<file path="src/rtl/uart_pkg.sv">
// Shared constants, state codes and helpers for the UART receive path.
package uart_pkg;

  localparam int unsigned OVERSAMPLE = 16;
  localparam int unsigned CNT_W      = $clog2(OVERSAMPLE);
  localparam int unsigned STATE_W    = 3;
  localparam int unsigned BYTE_W     = 8;
  localparam int unsigned IDX_W      = 3;

  localparam logic [CNT_W-1:0] SAMPLE_A  = CNT_W'(7);
  localparam logic [CNT_W-1:0] SAMPLE_B  = CNT_W'(8);
  localparam logic [CNT_W-1:0] SAMPLE_C  = CNT_W'(9);
  localparam logic [CNT_W-1:0] LAST_TICK = CNT_W'(OVERSAMPLE - 1);

  localparam logic [STATE_W-1:0] IDLE   = 3'd0;
  localparam logic [STATE_W-1:0] START  = 3'd1;
  localparam logic [STATE_W-1:0] DATA   = 3'd2;
  localparam logic [STATE_W-1:0] PARITY = 3'd3;
  localparam logic [STATE_W-1:0] STOP   = 3'd4;

  typedef logic [STATE_W-1:0] state_t;

  // Byte plus the status flags that travel with it to the consumer.
  typedef struct packed {
    logic [BYTE_W-1:0] data;
    logic              parity_err;
    logic              frame_err;
  } rx_frame_t;

  function automatic logic majority3(input logic a, input logic b, input logic c);
    return (a & b) | (a & c) | (b & c);
  endfunction

endpackage

</file>
<file path="src/rtl/uart_rx_sync_edge_detect.sv">
// Metastability synchroniser for the serial line and single-cycle tick
// generator from the rising edge of the 16x baud clock.
module sync_edge_detect
  import uart_pkg::*;
#(
  parameter int unsigned SYNC_STAGES = 2
) (
  input  logic clk,
  input  logic rst,
  input  logic i_rx,
  input  logic i_clk_16bd,
  output logic o_rx_s,
  output logic o_tick_c
);

  logic [SYNC_STAGES-1:0] r_sync;
  logic                   r_clk16_q;

  // Line idles high, so the chain resets to 1 to avoid a false start bit.
  always_ff @(posedge clk or posedge rst) begin
    if (rst) begin
      r_sync    <= '1;
      r_clk16_q <= 1'b0;
    end else begin
      r_sync    <= {r_sync[SYNC_STAGES-2:0], i_rx};
      r_clk16_q <= i_clk_16bd;
    end
  end

  assign o_rx_s   = r_sync[SYNC_STAGES-1];
  assign o_tick_c = i_clk_16bd & ~r_clk16_q;

endmodule

</file>
<file path="src/rtl/uart_rx.sv">
// UART receiver: 16x oversampling, 3-sample majority vote, optional parity,
// framing/overrun flags and a valid/ready holding register for the byte.
module uart_rx
  import uart_pkg::*;
#(
  parameter int unsigned DATA_BITS   = 8,
  parameter int unsigned PARITY_EN   = 0,
  parameter int unsigned PARITY_ODD  = 0,
  parameter int unsigned SYNC_STAGES = 2
) (
  input  logic              clk,
  input  logic              rst,
  input  logic              i_clk_16bd,
  input  logic              i_rx,
  output logic [BYTE_W-1:0] o_rx_data,
  output logic              o_rx_valid,
  input  logic              i_rx_ready,
  output logic              o_parity_err,
  output logic              o_frame_err,
  output logic              o_overrun,
  output logic              o_busy
);

  logic w_rx_s;
  logic w_tick;

  sync_edge_detect #(
    .SYNC_STAGES (SYNC_STAGES)
  ) u_sync (
    .clk        (clk),
    .rst        (rst),
    .i_rx       (i_rx),
    .i_clk_16bd (i_clk_16bd),
    .o_rx_s     (w_rx_s),
    .o_tick_c   (w_tick)
  );

  state_t                r_state,  w_state_nxt;
  logic [CNT_W-1:0]      r_cnt,    w_cnt_nxt;
  logic [IDX_W-1:0]      r_idx,    w_idx_nxt;
  logic [1:0]            r_samp,   w_samp_nxt;
  logic [DATA_BITS-1:0]  r_shift,  w_shift_nxt;
  logic                  r_par_err, w_par_err_nxt;
  rx_frame_t             r_hold,   w_hold_nxt;
  logic                  r_rx_valid, w_rx_valid_nxt;
  logic                  r_overrun,  w_overrun_nxt;
  logic                  r_busy,     w_busy_nxt;

  logic w_maj;
  logic w_done;
  logic w_acc;

  assign w_maj = majority3(r_samp[1], r_samp[0], w_rx_s);
  assign w_acc = r_rx_valid & i_rx_ready;

  always_ff @(posedge clk or posedge rst) begin
    if (rst) begin
      r_state    <= IDLE;
      r_cnt      <= '0;
      r_idx      <= '0;
      r_samp     <= '0;
      r_shift    <= '0;
      r_par_err  <= 1'b0;
      r_hold     <= '0;
      r_rx_valid <= 1'b0;
      r_overrun  <= 1'b0;
      r_busy     <= 1'b0;
    end else begin
      r_state    <= w_state_nxt;
      r_cnt      <= w_cnt_nxt;
      r_idx      <= w_idx_nxt;
      r_samp     <= w_samp_nxt;
      r_shift    <= w_shift_nxt;
      r_par_err  <= w_par_err_nxt;
      r_hold     <= w_hold_nxt;
      r_rx_valid <= w_rx_valid_nxt;
      r_overrun  <= w_overrun_nxt;
      r_busy     <= w_busy_nxt;
    end
  end

  // Frame sequencing; everything advances only on baud ticks.
  always_comb begin
    w_state_nxt   = r_state;
    w_cnt_nxt     = r_cnt;
    w_idx_nxt     = r_idx;
    w_samp_nxt    = r_samp;
    w_shift_nxt   = r_shift;
    w_par_err_nxt = r_par_err;
    w_done        = 1'b0;

    if (w_tick) begin
      w_cnt_nxt = r_cnt + CNT_W'(1);
      if (r_cnt == SAMPLE_A) w_samp_nxt[1] = w_rx_s;
      if (r_cnt == SAMPLE_B) w_samp_nxt[0] = w_rx_s;

      case (r_state)
        IDLE: begin
          w_cnt_nxt = '0;
          if (!w_rx_s) begin
            w_state_nxt   = START;
            w_par_err_nxt = 1'b0;
          end
        end
        START: begin
          if (r_cnt == SAMPLE_C && w_maj) begin
            w_state_nxt = IDLE;
            w_cnt_nxt   = '0;
          end else if (r_cnt == LAST_TICK) begin
            w_state_nxt = DATA;
            w_idx_nxt   = '0;
          end
        end
        DATA: begin
          if (r_cnt == SAMPLE_C) w_shift_nxt = {w_maj, r_shift[DATA_BITS-1:1]};
          if (r_cnt == LAST_TICK) begin
            w_idx_nxt = r_idx + IDX_W'(1);
            if (r_idx == IDX_W'(DATA_BITS - 1))
              w_state_nxt = (PARITY_EN != 0) ? PARITY : STOP;
          end
        end
        PARITY: begin
          if (r_cnt == SAMPLE_C)
            w_par_err_nxt = (^r_shift) ^ w_maj ^ (PARITY_ODD != 0);
          if (r_cnt == LAST_TICK) w_state_nxt = STOP;
        end
        STOP: begin
          // Leave at mid-stop so a start bit at the nominal stop end is caught.
          if (r_cnt == SAMPLE_C) begin
            w_done      = 1'b1;
            w_state_nxt = IDLE;
            w_cnt_nxt   = '0;
          end
        end
        default: begin
          w_state_nxt = IDLE;
          w_cnt_nxt   = '0;
        end
      endcase
    end
  end

  // Holding register handshake and overrun tracking.
  always_comb begin
    w_hold_nxt     = r_hold;
    w_rx_valid_nxt = r_rx_valid;
    w_overrun_nxt  = r_overrun;
    w_busy_nxt     = (w_state_nxt != IDLE);

    if (w_acc) w_overrun_nxt = 1'b0;

    if (w_done && (!r_rx_valid || w_acc)) begin
      w_hold_nxt.data       = BYTE_W'(r_shift);
      w_hold_nxt.parity_err = (PARITY_EN != 0) ? r_par_err : 1'b0;
      w_hold_nxt.frame_err  = ~w_maj;
      w_rx_valid_nxt        = 1'b1;
    end else if (w_done) begin
      w_overrun_nxt = 1'b1;
    end else if (w_acc) begin
      w_rx_valid_nxt        = 1'b0;
      w_hold_nxt.parity_err = 1'b0;
      w_hold_nxt.frame_err  = 1'b0;
    end
  end

  assign o_rx_data    = r_hold.data;
  assign o_parity_err = r_hold.parity_err;
  assign o_frame_err  = r_hold.frame_err;
  assign o_rx_valid   = r_rx_valid;
  assign o_overrun    = r_overrun;
  assign o_busy       = r_busy;

endmodule

</file>
<file path="config.mk">
export PLATFORM = sky130hd
export DESIGN_NAME = uart_rx
export DESIGN_NICKNAME = d
export VERILOG_FILES = /design/src/rtl/uart_pkg.sv /design/src/rtl/uart_rx_sync_edge_detect.sv /design/src/rtl/uart_rx.sv
export SDC_FILE = /design/constraint.sdc
export NUM_CORES = 1
export LEC_CHECK = 0
export ABC_CLOCK_PERIOD_IN_PS = 4100
export CAP_MARGIN = 20
export CORE_MARGIN = 2
export CORE_UTILIZATION = 59
export DETAILED_ROUTE_END_ITERATION = 10
export PLACE_DENSITY = 0.83
export SLEW_MARGIN = 20
export SYNTH_ARGS = -nofsm -noshare
export SYNTH_HDL_FRONTEND = slang
export SYNTH_SLANG_ARGS = --single-unit
export TNS_END_PERCENT = 20
</file>
<file path="constraint.sdc">
create_clock -name clk -period 4.1 [get_ports clk]
set_input_delay 0.41 -clock clk [delete_from_list [all_inputs] [get_ports clk]]
set_output_delay 0.41 -clock clk [all_outputs]
set_load 0.005 [all_outputs]
</file>
# Yosys cells after proc, flatten, opt, wreduce, memory -nomap -nowiden
# Index checks and enable logic that the tools add are counted.
[classes] add_sub_neg=2 eq_ne=13 n_mux=28 n_bitwise=9 n_reduce_logical=14
[ops] operator="2-to-1 mux 3 bit" count=11
[ops] operator="one-hot mux 3 bit (5 select lines)" count=1
[ops] operator="equality test 4 bit, second input constant" count=3
[ops] operator="one-hot mux 4 bit (3 select lines)" count=1
[ops] operator="2-to-1 mux 1 bit" count=9
[ops] operator="2-to-1 mux 4 bit" count=2
[ops] operator="equality test 3 x 2 -> 1 bit, second input constant" count=2
[ops] operator="equality test 3 bit, second input constant" count=2
[ops] operator="2-to-1 mux 2 bit" count=3
[ops] operator="!= test 2 bit, second input constant" count=3
[ops] operator="one-hot mux 3 bit (2 select lines)" count=1
[ops] operator="AND reduction 2 bit" count=3
[ops] operator="bitwise AND 1 bit" count=5
[ops] operator="AND reduction 5 bit" count=1
[ops] operator="adder 4 x 1 -> 4 bit, second input constant" count=1
[ops] operator="equality test 4 x 3 -> 1 bit, second input constant" count=1
[ops] operator="nonzero test 2 bit" count=2
[ops] operator="adder 3 x 1 -> 3 bit, second input constant" count=1
[ops] operator="equality test 3 x 1 -> 1 bit, second input constant" count=1
[ops] operator="logical NOT 3 bit" count=1
[ops] operator="AND reduction 3 bit" count=1
[ops] operator="nonzero test 3 bit" count=1
[ops] operator="logical AND 1 bit" count=2
[ops] operator="!= test 2 x 1 -> 1 bit, second input constant" count=1
[ops] operator="5 further kinds" count=7
[word_totals] register_bits=36 input_bits=5 output_inout_bits=13 elab_cells=80

# Depth between registers and ports, before layout
# Gate-level depths: netlist of run 1.
[logic_depth] depth_word=8 depth_mapped=7 mapped_depth_nobuf=6

# Cells and area by module
# Synthesis of run 1 repeated with hierarchy kept, for this count alone.
[unflattened] cells_unflattened=136 hier_area_um2=1650.3
[modules_own_cells] module="uart_rx" instances=1 cells_each=131 area_per_inst_um2=1555.2 seq_area_each_um2=800.8
[modules_own_cells] module="sync_edge_detect" instances=1 cells_each=5 area_per_inst_um2=95.1 seq_area_each_um2=77.6

# Worst setup path before layout of run 1
# OpenSTA, ideal clock, no wires.
[synth_timing] kind="register to register" from="register r_cnt[0]" to="register r_busy, in the netlist o_busy" setup_ps=131 arrival_time_ps=1614 t_required_ps=3969 setup_slack_ps=2355 stages_incl_launch_ff=6 n_path_buf=0 synth_period_minus_slack_ps=1745 cell_sequence="dfrtp_1 -> ha_1 -> nand3_1 -> and3b_1 -> a221o_1 -> or3_1"
[synth_via] elab_chain_len=6 elab_cells_between_ends=11 classes_between="eq/ne: 2; mux: 7; reduce/logical: 2"
[synth_lines] element="start: declaration" line_no="uart_rx.sv:39" source="logic [CNT_W-1:0] r_cnt, w_cnt_nxt;"
[synth_lines] element="start signal: assignment" line_no="uart_rx.sv:70" source="r_cnt <= w_cnt_nxt;"
[synth_lines] element="equality test 4 bit, on equally long branches"
[synth_lines] element="2-to-1 mux 3 bit / logical AND 1 bit (equally long branches)" line_no="uart_rx.sv:109, uart_rx.sv:106"
[synth_lines] element="2-to-1 mux 3 bit" line_no="uart_rx.sv:106" source="if (r_cnt == SAMPLE_C && w_maj) begin"
[synth_lines] element="one-hot mux 3 bit (5 select lines) (*)" line_no="uart_rx.sv:97" source="case (r_state)"
[synth_lines] element="2-to-1 mux 3 bit (*)" line_no="uart_rx.sv:92" source="if (w_tick) begin"
[synth_lines] element="via w_state_nxt[0]" line_no="uart_rx.sv:38" source="state_t r_state, w_state_nxt;"
[synth_lines] element="nonzero test 3 bit (*)" line_no="uart_rx.sv:148" source="w_busy_nxt = (w_state_nxt != IDLE);"
[synth_lines] element="via w_busy_nxt" line_no="uart_rx.sv:47" source="logic r_busy, w_busy_nxt;"
[synth_lines] element="end signal: assignment" line_no="uart_rx.sv:78" source="r_busy <= w_busy_nxt;"
[synth_lines] element="end: declaration" line_no="uart_rx.sv:47"
# Mark *: on every way through the listed nets, which the timed path passes. The rest lies on a longest branch.
# A chain may end at the register's enable or synchronous reset.

# Worst setup path in the final report of run 1
[layout_timing] from="register r_cnt[1]" to="register r_hold (netlist bit o_rx_data[5])"
[layout_via] elab_chain_len=5
[layout_lines] element="equality test 4 bit" line_no="uart_rx.sv:129" source="if (r_cnt == SAMPLE_C) begin"
[layout_lines] element="2-to-1 mux 1 bit" line_no="uart_rx.sv:129"
[layout_lines] element="2-to-1 mux 1 bit" line_no="uart_rx.sv:97"
[layout_lines] element="2-to-1 mux 1 bit" line_no="uart_rx.sv:92"
[layout_lines] element="logical AND 1 bit" line_no="uart_rx.sv:152" source="if (w_done && (!r_rx_valid || w_acc)) begin"
[layout_lines] element="end signal: assignment" line_no="uart_rx.sv:75" source="r_hold <= w_hold_nxt;"
[layout_lines] element="end: declaration" line_no="uart_rx.sv:44" source="rx_frame_t r_hold, w_hold_nxt;"
# No other way between the ends.

==> reports/results.md, run 1 <==
| Stage | Result | Reported |
|:---|:---|:---|
| power | Sw Ratio | 29.04% |
| timing | Endpoints failing setup | 0 |
| global routing | Met1 track utilization from global routing | 27.63% |
| timing | Setup repair after global routing missed its margin | false |
| clocking | Clock latency on the worst-skew pair | 350 ps |
| global routing | Met3 routing resource usage after global routing | 4.839% |
| synth | Portion of the post-synthesis area used by sequential elements | 53.51% |
| synth | Post-synth design cell area | 1642 um2 |
| synth | Seq cells post-synth | 35 |
| timing | Slew Limit Fails | 0 |
| placement | Worst slack at placement | 1712 ps |
| power | Part of the power in the clock network | 31.6% |
| worst setup path | Largest fanout on the critical path | 8 |
| finish | Final design area excluding fillers | 1889 um2 |
| route | Number of detailed-routing iterations run before antenna repair | 4 |
| worst setup path | Worst stage delay on the critical path | 420 ps |
| clocking | Post-CTS Setup Repair Bufs | 0 |
| synth | Largest cells by area after synthesis | sky130_fd_sc_hd__dfrtp_1 50%, sky130_fd_sc_hd__mux2_2 12%, sky130_fd_sc_hd__ha_1 3.8% |
| placement | Number of buffers added on ports | 16 |
| floorplan | Number of rows in the core area | 19 |
| synth | Synth Instances | 135 |
| worst setup path | Worst R2R Start | r_cnt[1]$_DFFE_PP0P_ |
| floorplan | Height of the die | 56.75 um |
| clocking | Resize count post-CTS | 0 |
| global routing | Pin count of the biggest net entering global routing | 36 |
| power | Total power per unit cell area | 413.9 nW/um2 |
| timing | Period minus WS final | 1992 ps |
| global routing | Via count of the first global-routing pass | 1,039 |
| global routing | Combined global-route utilization of all metal layers | 20.36% |
| finish | Footprint of the flip-flops and latches | 878.3 um2 |
| worst setup path | Arrival @ worst endpoint | 2240 ps |
| floorplan | Core Area | 2710 um2 |
| clocking | Clock root buffer master | sky130_fd_sc_hd__clkbuf_4 |
| worst setup path | Category of the critical setup timing path | register to register |
| finish | Number of filler cells placed in the layout | 197 |
| placement | Half-perimeter wire length after detailed placement | 2.014 mm |
| route | Count of unresolved DRC violations after routing | 0 |
| global routing | Global-route congestion overflow total | 0 |
| clocking | H-tree levels | 2 |
| synth | Mapped Avg Cell Area | 12.16 um2 |
| finish | Proportion of layout cells with a drive suffix above 1 | 22.22% |
| synth | Top_reg_cell synth | sky130_fd_sc_hd__dfrtp_1 |
| finish | Growth of design area from synthesis to finish | 15.09% |
| synth | Share of the synthesized area in the top cell type | 50.30% |
| timing | Timing-limited maximum frequency | 0.5021 GHz |
| global routing | Layer with the highest usage | met2 |
| timing | Setup Skew | 11.15 ps |
| global routing | GR met2 Demand/Resource | 29.73% |
| clocking | Hold bufs inserted after CTS | 0 |
| floorplan | I/O pin cnt | 18 |
| finish | Multi-input gate area in the final layout | 696.9 um2 |
| worst setup path | Cell Chain, Critical Path | inv_1 > ha_1 > and3b_1 > nand4_2 > nor2_4 > mux2_2 |
| finish | Util after Layout | 69.71% |
| floorplan | Die area | 3220 um2 |
| worst setup path | Worst path required time | 4350 ps |
| worst setup path | Crit. Startpoint | r_cnt[1]$_DFFE_PP0P_ |
| clocking | Clk sinks | 35 |
| route | Final WL | 2.796 mm |
| synth | Total number of yosys warnings | 0 |
| power | Combinational power share | 15.8% |
| synth | Total nets after synthesis | 145 |
| synth | Post-synthesis cell type count | 40 |
| timing | Worst hold slack | 362.0 ps |
| global routing | Wire length of the first global-routing pass | 4.892 mm |
| synth | Synth cell count leaders | 33 x sky130_fd_sc_hd__dfrtp_1, 18 x sky130_fd_sc_hd__mux2_2, 7 x sky130_fd_sc_hd__inv_1, 7 x sky130_fd_sc_hd__nand2_1, 6 x sky130_fd_sc_hd__nor2_1 |
| synth | Largest area contributor in the netlist | sky130_fd_sc_hd__dfrtp_1 |
| timing | Final sum of negative setup slack | 0 ps |
| global routing | Number of antenna violations at the first check in global routing | 0 |
| synth | Number of enable flip-flop cells after synthesis | 0 |
| timing | Fin crit share | 48.58% |
| clocking | Number of buffers created by CTS | 5 |
| min path | Type of the tightest min-delay check | register to register |
| power | Total internal power | 554.9 uW |
| route | Detailed-route wire length per cell | 15.20 um |
| route | Vias/cell | 5.978 |
| worst setup path | Cell type of the slowest stage on the worst timing path | sky130_fd_sc_hd__dfrtp_1 |
| min path | Critical hold path startpoint | u_sync.r_sync[0]$_DFF_PP1_ |
| power | Worst vdd ir | 0.4420 mV |
| placement | Post-detailed-placement cell area | 1808 um2 |
| route | Routed via count | 1,100 |
| timing | Worst-case setup margin in the final layout | 2108 ps |
| clocking | TritonCTS clock tree | built |
| route | Final antenna-violating net count | 0 |
| outcome | Result of the run | finished, final reports clean |
| synth | Share of synthesized registers carrying an async set or reset | 100.0% |
| power | Leakage component of the power | 0.0008595 uW |
| floorplan | Starting utilization of the core area | 60.57% |
| worst setup path | Startpoint class of the critical path | register |
| flow run | # Max-Cap Violations | 0 |
| synth | Top-count cell post-synth | sky130_fd_sc_hd__dfrtp_1 |
| placement | Placer Congestion | 0.8631 |
| clocking | Post-CTS clock slew at the launch and capture registers of the worst setup and hold paths | 110 ps |
| floorplan | Horizontal die dimension | 56.75 um |
| finish | # diodes | 0 |
| route | Iteration-0 DRC count of the detailed router | 24 |
| power | Sequential cell fraction of total power | 52.6% |
| finish | Final net count | 162 |
| power | P_sw | 227.1 uW |
| timing | Hold Violations, Final | 0 |
| worst setup path | Critical path capture point type | register |
| clocking | Buffer levels on the longest clock path | 2 |
==> flip-flops by register name, summed over array words and instances, names as in the netlist <==
name / flops
o_busy: 1
r_cnt: 4
r_shift: 8
o_rx_valid: 1
u_sync.r_sync: 2
r_samp: 2
o_rx_data: 8
r_state: 3
o_overrun: 1
o_frame_err: 1
u_sync.r_clk16_q: 1
r_idx: 3
==> per-stage QoR <==
| stage | instances | power, uW |
|---|---|---|
| 3_3_place_gp | 176 | 532.4 |
| 5_1_grt | 184 | 823.2 |
| 2_1_floorplan | 135 | 517.2 |
| 4_1_cts | 184 | 786.6 |
| 6_report | 184 | 782.0 |
| 3_5_place_dp | 176 | 541.4 |
==> path summary, 6_finish.rpt <==
kind | endpoint | slack (ps) | cells after the start
max | o_rx_data[5]$_DFFE_PP0P_ | 2110 | 6
min in group asynchronous | u_sync.r_clk16_q$_DFF_PP0_ | 440 | 3
max reg2reg | o_rx_data[5]$_DFFE_PP0P_ | 2110 | 6
min | u_sync.r_sync[1]$_DFF_PP1_ | 360 | 0
max in group asynchronous | u_sync.r_sync[1]$_DFF_PP1_ | 3330 | 3
min reg2reg | u_sync.r_sync[1]$_DFF_PP1_ | 360 | 0
==> power by group through the flow <==
stage	logic [uW]	clock network [uW]	registers, uW
final	123	247	411
after global routing	141	266	417
after CTS	124	252	411
after detailed placement	123	0	418
after global placement	117	0	415
after floorplan	120	0	397
==> logic make-up after synthesis <==
| group | count (synthesis) | synth area share, % |
|---|---|---|
| flip-flops | 35 | 53.51 |
| buffers and inverters | 14 | 4.040 |
| other | 1 | 0.2284 |
| AND/OR/NAND/NOR | 39 | 14.86 |
| AO/OA/AOI/OAI | 21 | 9.985 |
| adder cells (fa/ha/maj) | 6 | 4.421 |
| multiplexers | 19 | 12.96 |
==> layout by cell type, fill, tap and decap left out, drive strengths merged, types with 2 or more instances in the layout <==
master	instances
and3b	2
nand4	3
a221o	2
nand2	7
ha	5
dfstp	2
clkbuf	5
nor3	2
inv	7
o22ai	2
nor4	3
or4	2
dfrtp	33
nand3	5
clkdlybuf4s50	16
mux2	18
a2bb2oi	2
a22o	5
clkinv	2
o21ai	5
nor2	7
==> routing by layer <==
layer / part of all wire, % / up-vias
met4: 2.5 / 0
met1: 43 / 526
met3: 6.2 / 8
met5: 0 / -
met2: 48 / 39
li1: - / 527
==> critical path, delay by kind of cell, from the launching register on <==
| family | cells | cell delay [ps] |
|---|---|---|
| AND/OR/NAND/NOR | 3 | 840 |
| multiplexers | 1 | 370 |
| flip-flops | 1 | 420 |
| adder cells (fa/ha/maj) | 1 | 150 |
| buffers and inverters | 1 | 110 |
==> final cells by class <==
class | count | area share, %
clock buffers | 5 | 1.987
clock inverters | 3 | 2.318
well taps | 31 | 2.053
multi-input cells | 86 | 36.89
inverters | 7 | 1.391
repair buffers | 17 | 8.874
flip-flops and latches | 35 | 46.49
Power figures use the tool's default switching activity.
==> run 2, diff against run 1 <==
ABC_CLOCK_PERIOD_IN_PS = 1700   (was 4100)
CORE_UTILIZATION = 49   (was 59)
PLACE_DENSITY = 0.74   (was 0.83)
clock period = 1.7 ns   (was 4.1 ns; I/O delays follow)
==> run 2 against run 1 <==
Net effect:
- the run now ends with negative setup slack left
- critical path depth did not move
- non-clock buffer count rose by 24
- register-to-register slack got worse by 2200 ps
- flip-flop and latch count did not move
- clock power rose by 79%
- die area rose by 19%
- via count rose by 13%
- sequential power rose by 140%
- setup slack got worse by 2200 ps
- critical path type unchanged
- critical endpoint is now r_cnt[2]$_DFFE_PP0P_
- highest routed layer unchanged
==> reports/results.md, run 2 (synthesis results as in run 1) <==
| Stage | Result | Reported |
|:---|:---|:---|
| outcome | Result of the run | finished with violations |
| outcome | Violations in the final reports | negative setup slack |
| power | Worst vdd ir | 0.5429 mV |
| finish | Growth of design area from synthesis to finish | 33.23% |
| route | Iteration-0 DRC count of the detailed router | 34 |
| worst setup path | Reg-to-reg slack, setup | -90 ps |
| worst setup path | Arrival @ worst endpoint | 2060 ps |
| worst setup path | Critical path capture point type | register |
| placement | Placer Congestion | 0.7893 |
| timing | Setup Skew | 11.82 ps |
| worst setup path | Number of buffers and inverters on the critical path | 1 |
| clocking | Buffer levels on the longest clock path | 2 |
| global routing | Global-route congestion overflow total | 0 |
| min path | Type of the tightest min-delay check | primary input to asynchronous set/reset pin |
| global routing | Met1 track utilization from global routing | 24.20% |
| power | P_sw | 640.0 uW |
| route | Routed via count | 1,244 |
| global routing | Via count of the first global-routing pass | 1,167 |
| global routing | Wire length of the first global-routing pass | 5.499 mm |
| global routing | GR met2 Demand/Resource | 34.59% |
| clocking | Clock root buffer master | sky130_fd_sc_hd__clkbuf_4 |
| power | Total design power | 1996 uW |
| floorplan | Number of rows in the core area | 21 |
| finish | Most frequent cells in the layout | 33 x sky130_fd_sc_hd__dfrtp_1, 22 x sky130_fd_sc_hd__buf_4, 16 x sky130_fd_sc_hd__clkdlybuf4s50_1, 14 x sky130_fd_sc_hd__mux2_4, 7 x sky130_fd_sc_hd__nand2_1 |
| timing | Hold Violations, Final | 0 |
| floorplan | I/O pin cnt | 18 |
| finish | # diodes | 0 |
| clocking | Clk sinks | 35 |
| timing | Worst-case setup margin in the final layout | -86.43 ps |
| worst setup path | Largest fanout on the critical path | 5 |
| finish | Most common cell after layout, fill and taps aside | sky130_fd_sc_hd__dfrtp_1 |
| floorplan | Die area | 3829 um2 |
| timing | Endpoints failing setup | 19 |
| timing | Worst hold slack | 216.4 ps |
| worst setup path | Kind of cell adding the most delay to the critical path | compound AO/OA/AOI/OAI gates |
| global routing | Layer with the highest usage | met2 |
| flow run | # Max-Cap Violations | 0 |
| timing | Period minus WS final | 1786 ps |
| power | Part of the power in the clock network | 22.2% |
| worst setup path | Crit. Startpoint | r_cnt[0]$_DFFE_PP0P_ |
| placement | Half-perimeter wire length after detailed placement | 2.286 mm |
| clocking | Number of buffers created by CTS | 5 |
| finish | Final net count | 186 |
| power | Total power per unit cell area | 912.7 nW/um2 |
| clocking | TritonCTS clock tree | built |
| power | Sequential cell fraction of total power | 48.7% |
| route | Count of unresolved DRC violations after routing | 0 |
| worst setup path | Category of the critical setup timing path | register to register |
| timing | Setup repair after global routing missed its margin | true |
| route | Final WL | 3.717 mm |
| placement | Placed cell count | 212 |
| clocking | Clock latency on the worst-skew pair | 340 ps |
| timing | Timing-limited maximum frequency | 0.5598 GHz |
| clocking | Hold bufs inserted after CTS | 0 |
| floorplan | Horizontal die dimension | 61.88 um |
| power | Leakage component of the power | 0.0009978 uW |
| floorplan | Core Area | 3284 um2 |
| clocking | Post-CTS clock slew at the launch and capture registers of the worst setup and hold paths | 110 ps |
| timing | Fin crit share | 105.1% |
| worst setup path | Startpoint class of the critical path | register |
| timing | Slew Limit Fails | 0 |
| floorplan | Starting utilization of the core area | 49.98% |
| route | Detailed-route wire length per cell | 16.67 um |
| worst setup path | Cell Chain, Critical Path | ha_1 > and3b_2 > buf_4 > a211oi_4 > nand3_2 > o22ai_2 |
| power | Sw Ratio | 32.06% |
| global routing | Met3 routing resource usage after global routing | 6.418% |
| worst setup path | Worst R2R Start | r_cnt[0]$_DFFE_PP0P_ |
| power | Combinational power share | 29.1% |
| global routing | Combined global-route utilization of all metal layers | 20.70% |
| power | Total internal power | 1356 uW |
| route | Number of detailed-routing iterations run before antenna repair | 4 |
| finish | Util after Layout | 66.59% |
| route | Final antenna-violating net count | 0 |
| worst setup path | Worst path required time | 1980 ps |
| floorplan | Height of the die | 61.88 um |
| worst setup path | Cell type of the slowest stage on the worst timing path | sky130_fd_sc_hd__dfrtp_1 |
| global routing | Pin count of the biggest net entering global routing | 36 |
| finish | Proportion of layout cells with a drive suffix above 1 | 35.59% |
| route | Vias/cell | 5.578 |
| finish | Number of non-filler instances in the completed layout | 223 |
| clocking | H-tree levels | 2 |
| global routing | Number of antenna violations at the first check in global routing | 0 |
| worst setup path | Worst stage delay on the critical path | 420 ps |
| placement | Number of buffers added on ports | 16 |
-- run 2: path summary, 6_finish.rpt --
kind / end / cells after the start
setup / recovery: r_cnt[2]$_DFFE_PP0P_ / 6
hold / removal: r_cnt[2]$_DFFE_PP0P_ / 3
setup reg to reg: r_cnt[2]$_DFFE_PP0P_ / 6
hold reg to reg: u_sync.r_sync[1]$_DFF_PP1_ / 0
max in group asynchronous: u_sync.r_sync[0]$_DFF_PP1_ / 3
min in group clk: u_sync.r_sync[0]$_DFF_PP1_ / 1
-- run 2: timing repair --
item	in CTS	in global routing
pin swaps	3	7
gates resized for setup	16	8
endpoints found under the setup margin	22	25
hold endpoints to repair	0	0
setup buffers	2	1
-- run 2: metrics by stage --
step,setup TNS (ps),area [um2],worst slack (ps)
6_report,-589.0,2187,-86.43
3_5_place_dp,-2249,1992,-189.7
3_3_place_gp,-1255,1992,-108.5
4_1_cts,-302.8,2146,-26.32
2_1_floorplan,-69.00,1653,-8.625
5_1_grt,-2081,2187,-146.8
-- run 2: cell type report --
class	instances	area, um2
Clock buffer	6	41.29
Clock inverter	2	12.51
Fill cell	248	1097
Inverter	7	26.28
Multi-Input combinational cell	86	803.3
Sequential cell	35	878.3
Tap cell	46	57.56
Timing Repair Buffer	41	367.9
-- run 2: per-layer routing --
metal / up-vias / wire length (um)
met5: - / 0
met4: 0 / 82
met3: 9 / 140
met2: 35 / 1989
met1: 628 / 1504
li1: 572 / -
-- run 2: power by group through the flow --
stage,registers (uW),logic (uW),clock network (uW)
final,972,581,443
after global routing,982,626,496
after CTS,968,548,465
after detailed placement,980,483,0
after global placement,976,463,0
after floorplan,962,303,0
-- run 2: worst reg2reg max path, cell delays in order (launching register included) --
cell and delay, ps:
sky130_fd_sc_hd__dfrtp_1 420, sky130_fd_sc_hd__ha_1 200, sky130_fd_sc_hd__and3b_2 260, sky130_fd_sc_hd__buf_4 160, sky130_fd_sc_hd__a211oi_4 360, sky130_fd_sc_hd__nand3_2 150
sky130_fd_sc_hd__o22ai_2 160
==> run 3, diff against run 2 <==
CORE_ASPECT_RATIO = 1.2   (was not set)
==> run 3 against run 2 <==
Net effect:
- the run still ends with negative setup slack left
- largest cell class unchanged
- clock-buffer cell count stayed put
- highest routed layer unchanged
- maximum frequency increased by 1.3%
- register-to-register slack better by 20 ps
- cell area is 0.57% lower
- critical endpoint is now o_busy$_DFF_PP0_
==> reports/results.md, run 3 (synthesis results as in run 1) <==
| Stage | Result | Reported |
|:---|:---|:---|
| min path | Endpoint of the worst hold-timing path | u_sync.r_sync[0]$_DFF_PP1_ |
| worst setup path | Worst path required time | 1860 ps |
| clocking | Clock latency on the worst-skew pair | 290 ps |
| placement | Number of buffers added on ports | 16 |
| finish | Most common cell after layout, fill and taps aside | sky130_fd_sc_hd__dfrtp_1 |
| timing | Setup repair after global routing missed its margin | true |
| clocking | Hold bufs inserted after CTS | 0 |
| worst setup path | Reg-to-reg slack, setup | -60 ps |
| power | P_sw | 630.8 uW |
| global routing | Number of antenna violations at the first check in global routing | 0 |
| min path | Type of the tightest min-delay check | primary input to register |
| route | Detailed-route wire length per cell | 15.91 um |
| global routing | Via count of the first global-routing pass | 1,233 |
| worst setup path | Arrival @ worst endpoint | 1920 ps |
| clocking | Buffer levels on the longest clock path | 2 |
| finish | Final net count | 186 |
| flow run | # Max-Cap Violations | 0 |
| floorplan | Number of rows in the core area | 23 |
| timing | Slew Limit Fails | 0 |
| finish | Proportion of layout cells with a drive suffix above 1 | 36.16% |
| global routing | Global-route congestion overflow total | 0 |
| power | Leakage component of the power | 0.0009743 uW |
| worst setup path | Logic depth of the worst register-to-register path | 6 |
| clocking | Post-CTS clock slew at the launch and capture registers of the worst setup and hold paths | 70 ps |
| route | Count of unresolved DRC violations after routing | 0 |
| worst setup path | Critical path capture point type | register |
| route | Iteration-0 DRC count of the detailed router | 40 |
| min path | Critical hold path startpoint | i_rx |
| timing | Setup Skew | 5.617 ps |
| clocking | TritonCTS clock tree | built |
| clocking | H-tree levels | 2 |
| power | Worst vdd ir | 0.9282 mV |
| timing | Timing-limited maximum frequency | 0.5672 GHz |
| clocking | Clk sinks | 35 |
| route | Final antenna-violating net count | 0 |
| global routing | Wire length of the first global-routing pass | 5.899 mm |
| worst setup path | Crit. Startpoint | r_cnt[1]$_DFFE_PP0P_ |
| outcome | Result of the run | finished with violations |
| power | Sw Ratio | 30.06% |
| route | Vias/cell | 5.766 |
| worst setup path | Startpoint class of the critical path | register |
| timing | Period minus WS final | 1763 ps |
| timing | Fin crit share | 103.7% |
| floorplan | Starting utilization of the core area | 50.04% |
| clocking | Clock root buffer master | sky130_fd_sc_hd__clkbuf_8 |
| timing | Final sum of negative setup slack | -73.53 ps |
| floorplan | Core Area | 3281 um2 |
| global routing | Combined global-route utilization of all metal layers | 20.62% |
| finish | Most frequent cells in the layout | 32 x sky130_fd_sc_hd__dfrtp_1, 24 x sky130_fd_sc_hd__buf_4, 16 x sky130_fd_sc_hd__clkdlybuf4s50_1, 10 x sky130_fd_sc_hd__mux2_2, 8 x sky130_fd_sc_hd__mux2_4 |
| power | Combinational power share | 26.4% |
| power | Total power per unit cell area | 965.2 nW/um2 |
| power | Sequential cell fraction of total power | 46.4% |
| floorplan | Die area | 3831 um2 |
| timing | Hold Violations, Final | 0 |
| timing | Endpoints failing setup | 2 |
| floorplan | Horizontal die dimension | 56.84 um |
| worst setup path | Category of the critical setup timing path | register to register |
| worst setup path | Endpoint of the worst-slack reg-to-reg timing path | o_busy$_DFF_PP0_ |
| power | Part of the power in the clock network | 27.2% |
| clocking | Number of buffers created by CTS | 5 |
| outcome | Violations in the final reports | negative setup slack |
| min path | Worst hold stages | 1 |
| route | Routed via count | 1,234 |
| route | Number of detailed-routing iterations run before antenna repair | 4 |
| route | Final WL | 3.404 mm |
| worst setup path | Worst R2R Start | r_cnt[1]$_DFFE_PP0P_ |
| worst setup path | Largest fanout on the critical path | 5 |
| floorplan | Height of the die | 67.41 um |
| global routing | Pin count of the biggest net entering global routing | 36 |
| placement | Half-perimeter wire length after detailed placement | 2.262 mm |
| placement | Placer Congestion | 0.7585 |
| power | Total internal power | 1468 uW |
| finish | Growth of design area from synthesis to finish | 32.47% |
| timing | Worst-case setup margin in the final layout | -63.11 ps |
| finish | # diodes | 0 |
| timing | Worst hold slack | 284.6 ps |
| floorplan | I/O pin cnt | 18 |
[run 3: cell counts in the layout (fill, tap and decap cells not counted)]
No cell type changed its count.
[run 3: power groups by stage]
stage | combinational [uW] | clock (uW) | sequential [uW]
after floorplan | 303 | 0 | 962
after global placement | 442 | 0 | 974
after detailed placement | 460 | 0 | 977
after CTS | 525 | 589 | 970
after global routing | 612 | 628 | 983
final | 554 | 572 | 974
[run 3: per-stage QoR]
step	area (um2)	cells	total power (uW)	setup slack, ps	utilization, %
4_1_cts	2167	213	2084	-23.34	66.06
6_report	2175	214	2099	-63.11	66.29
5_1_grt	2175	214	2224	-130.7	66.29
3_5_place_dp	1966	201	1437	-203.6	59.92
2_1_floorplan	1653	135	1265	-8.625	-
3_3_place_gp	1966	201	1416	-151.0	59.92
[run 3: worst max path at each step]
| stage | slack, ps | endpoint |
|---|---|---|
| floorplan | -9 | o_rx_data[0]$_DFFE_PP0P_ |
| global placement | -150 | o_rx_data[0]$_DFFE_PP0P_ |
| detailed placement | -200 | o_rx_data[5]$_DFFE_PP0P_ |
| CTS | -20 | o_busy$_DFF_PP0_ |
| global route | -130 | o_busy$_DFF_PP0_ |
| finish | -60 | o_busy$_DFF_PP0_ |
[run 3: critical path, cell delays in order (launching register included)]
cell	delay, ps
sky130_fd_sc_hd__dfrtp_1	370
sky130_fd_sc_hd__buf_4	140
sky130_fd_sc_hd__ha_4	140
sky130_fd_sc_hd__nand3_4	90
sky130_fd_sc_hd__and3b_1	190
sky130_fd_sc_hd__a221o_1	350
sky130_fd_sc_hd__or3_1	350
[run 3: metal layers]
layer | GRT usage [%] | wire, um
met1 | 23.97 | 1378
met2 | 36.92 | 1848
met4 | 6.977 | 40
met3 | 5.747 | 137
met5 | 0 | 0
[run 3: area by class of cell]
type	instances	area (um2)
Sequential cell	35	879.6
Inverter	7	26.28
Clock buffer	6	72.57
Tap cell	37	46.29
Multi-Input combinational cell	86	777.0
Timing Repair Buffer	41	360.3
Clock inverter	2	12.51
Fill cell	257	1106
[run 3: timing repair]
item,4_1_cts,5_1_grt
setup buffers,4,1
setup endpoints to repair,10,12
resized for setup,17,1
hold endpoints to repair,0,0
pin swaps,2,1
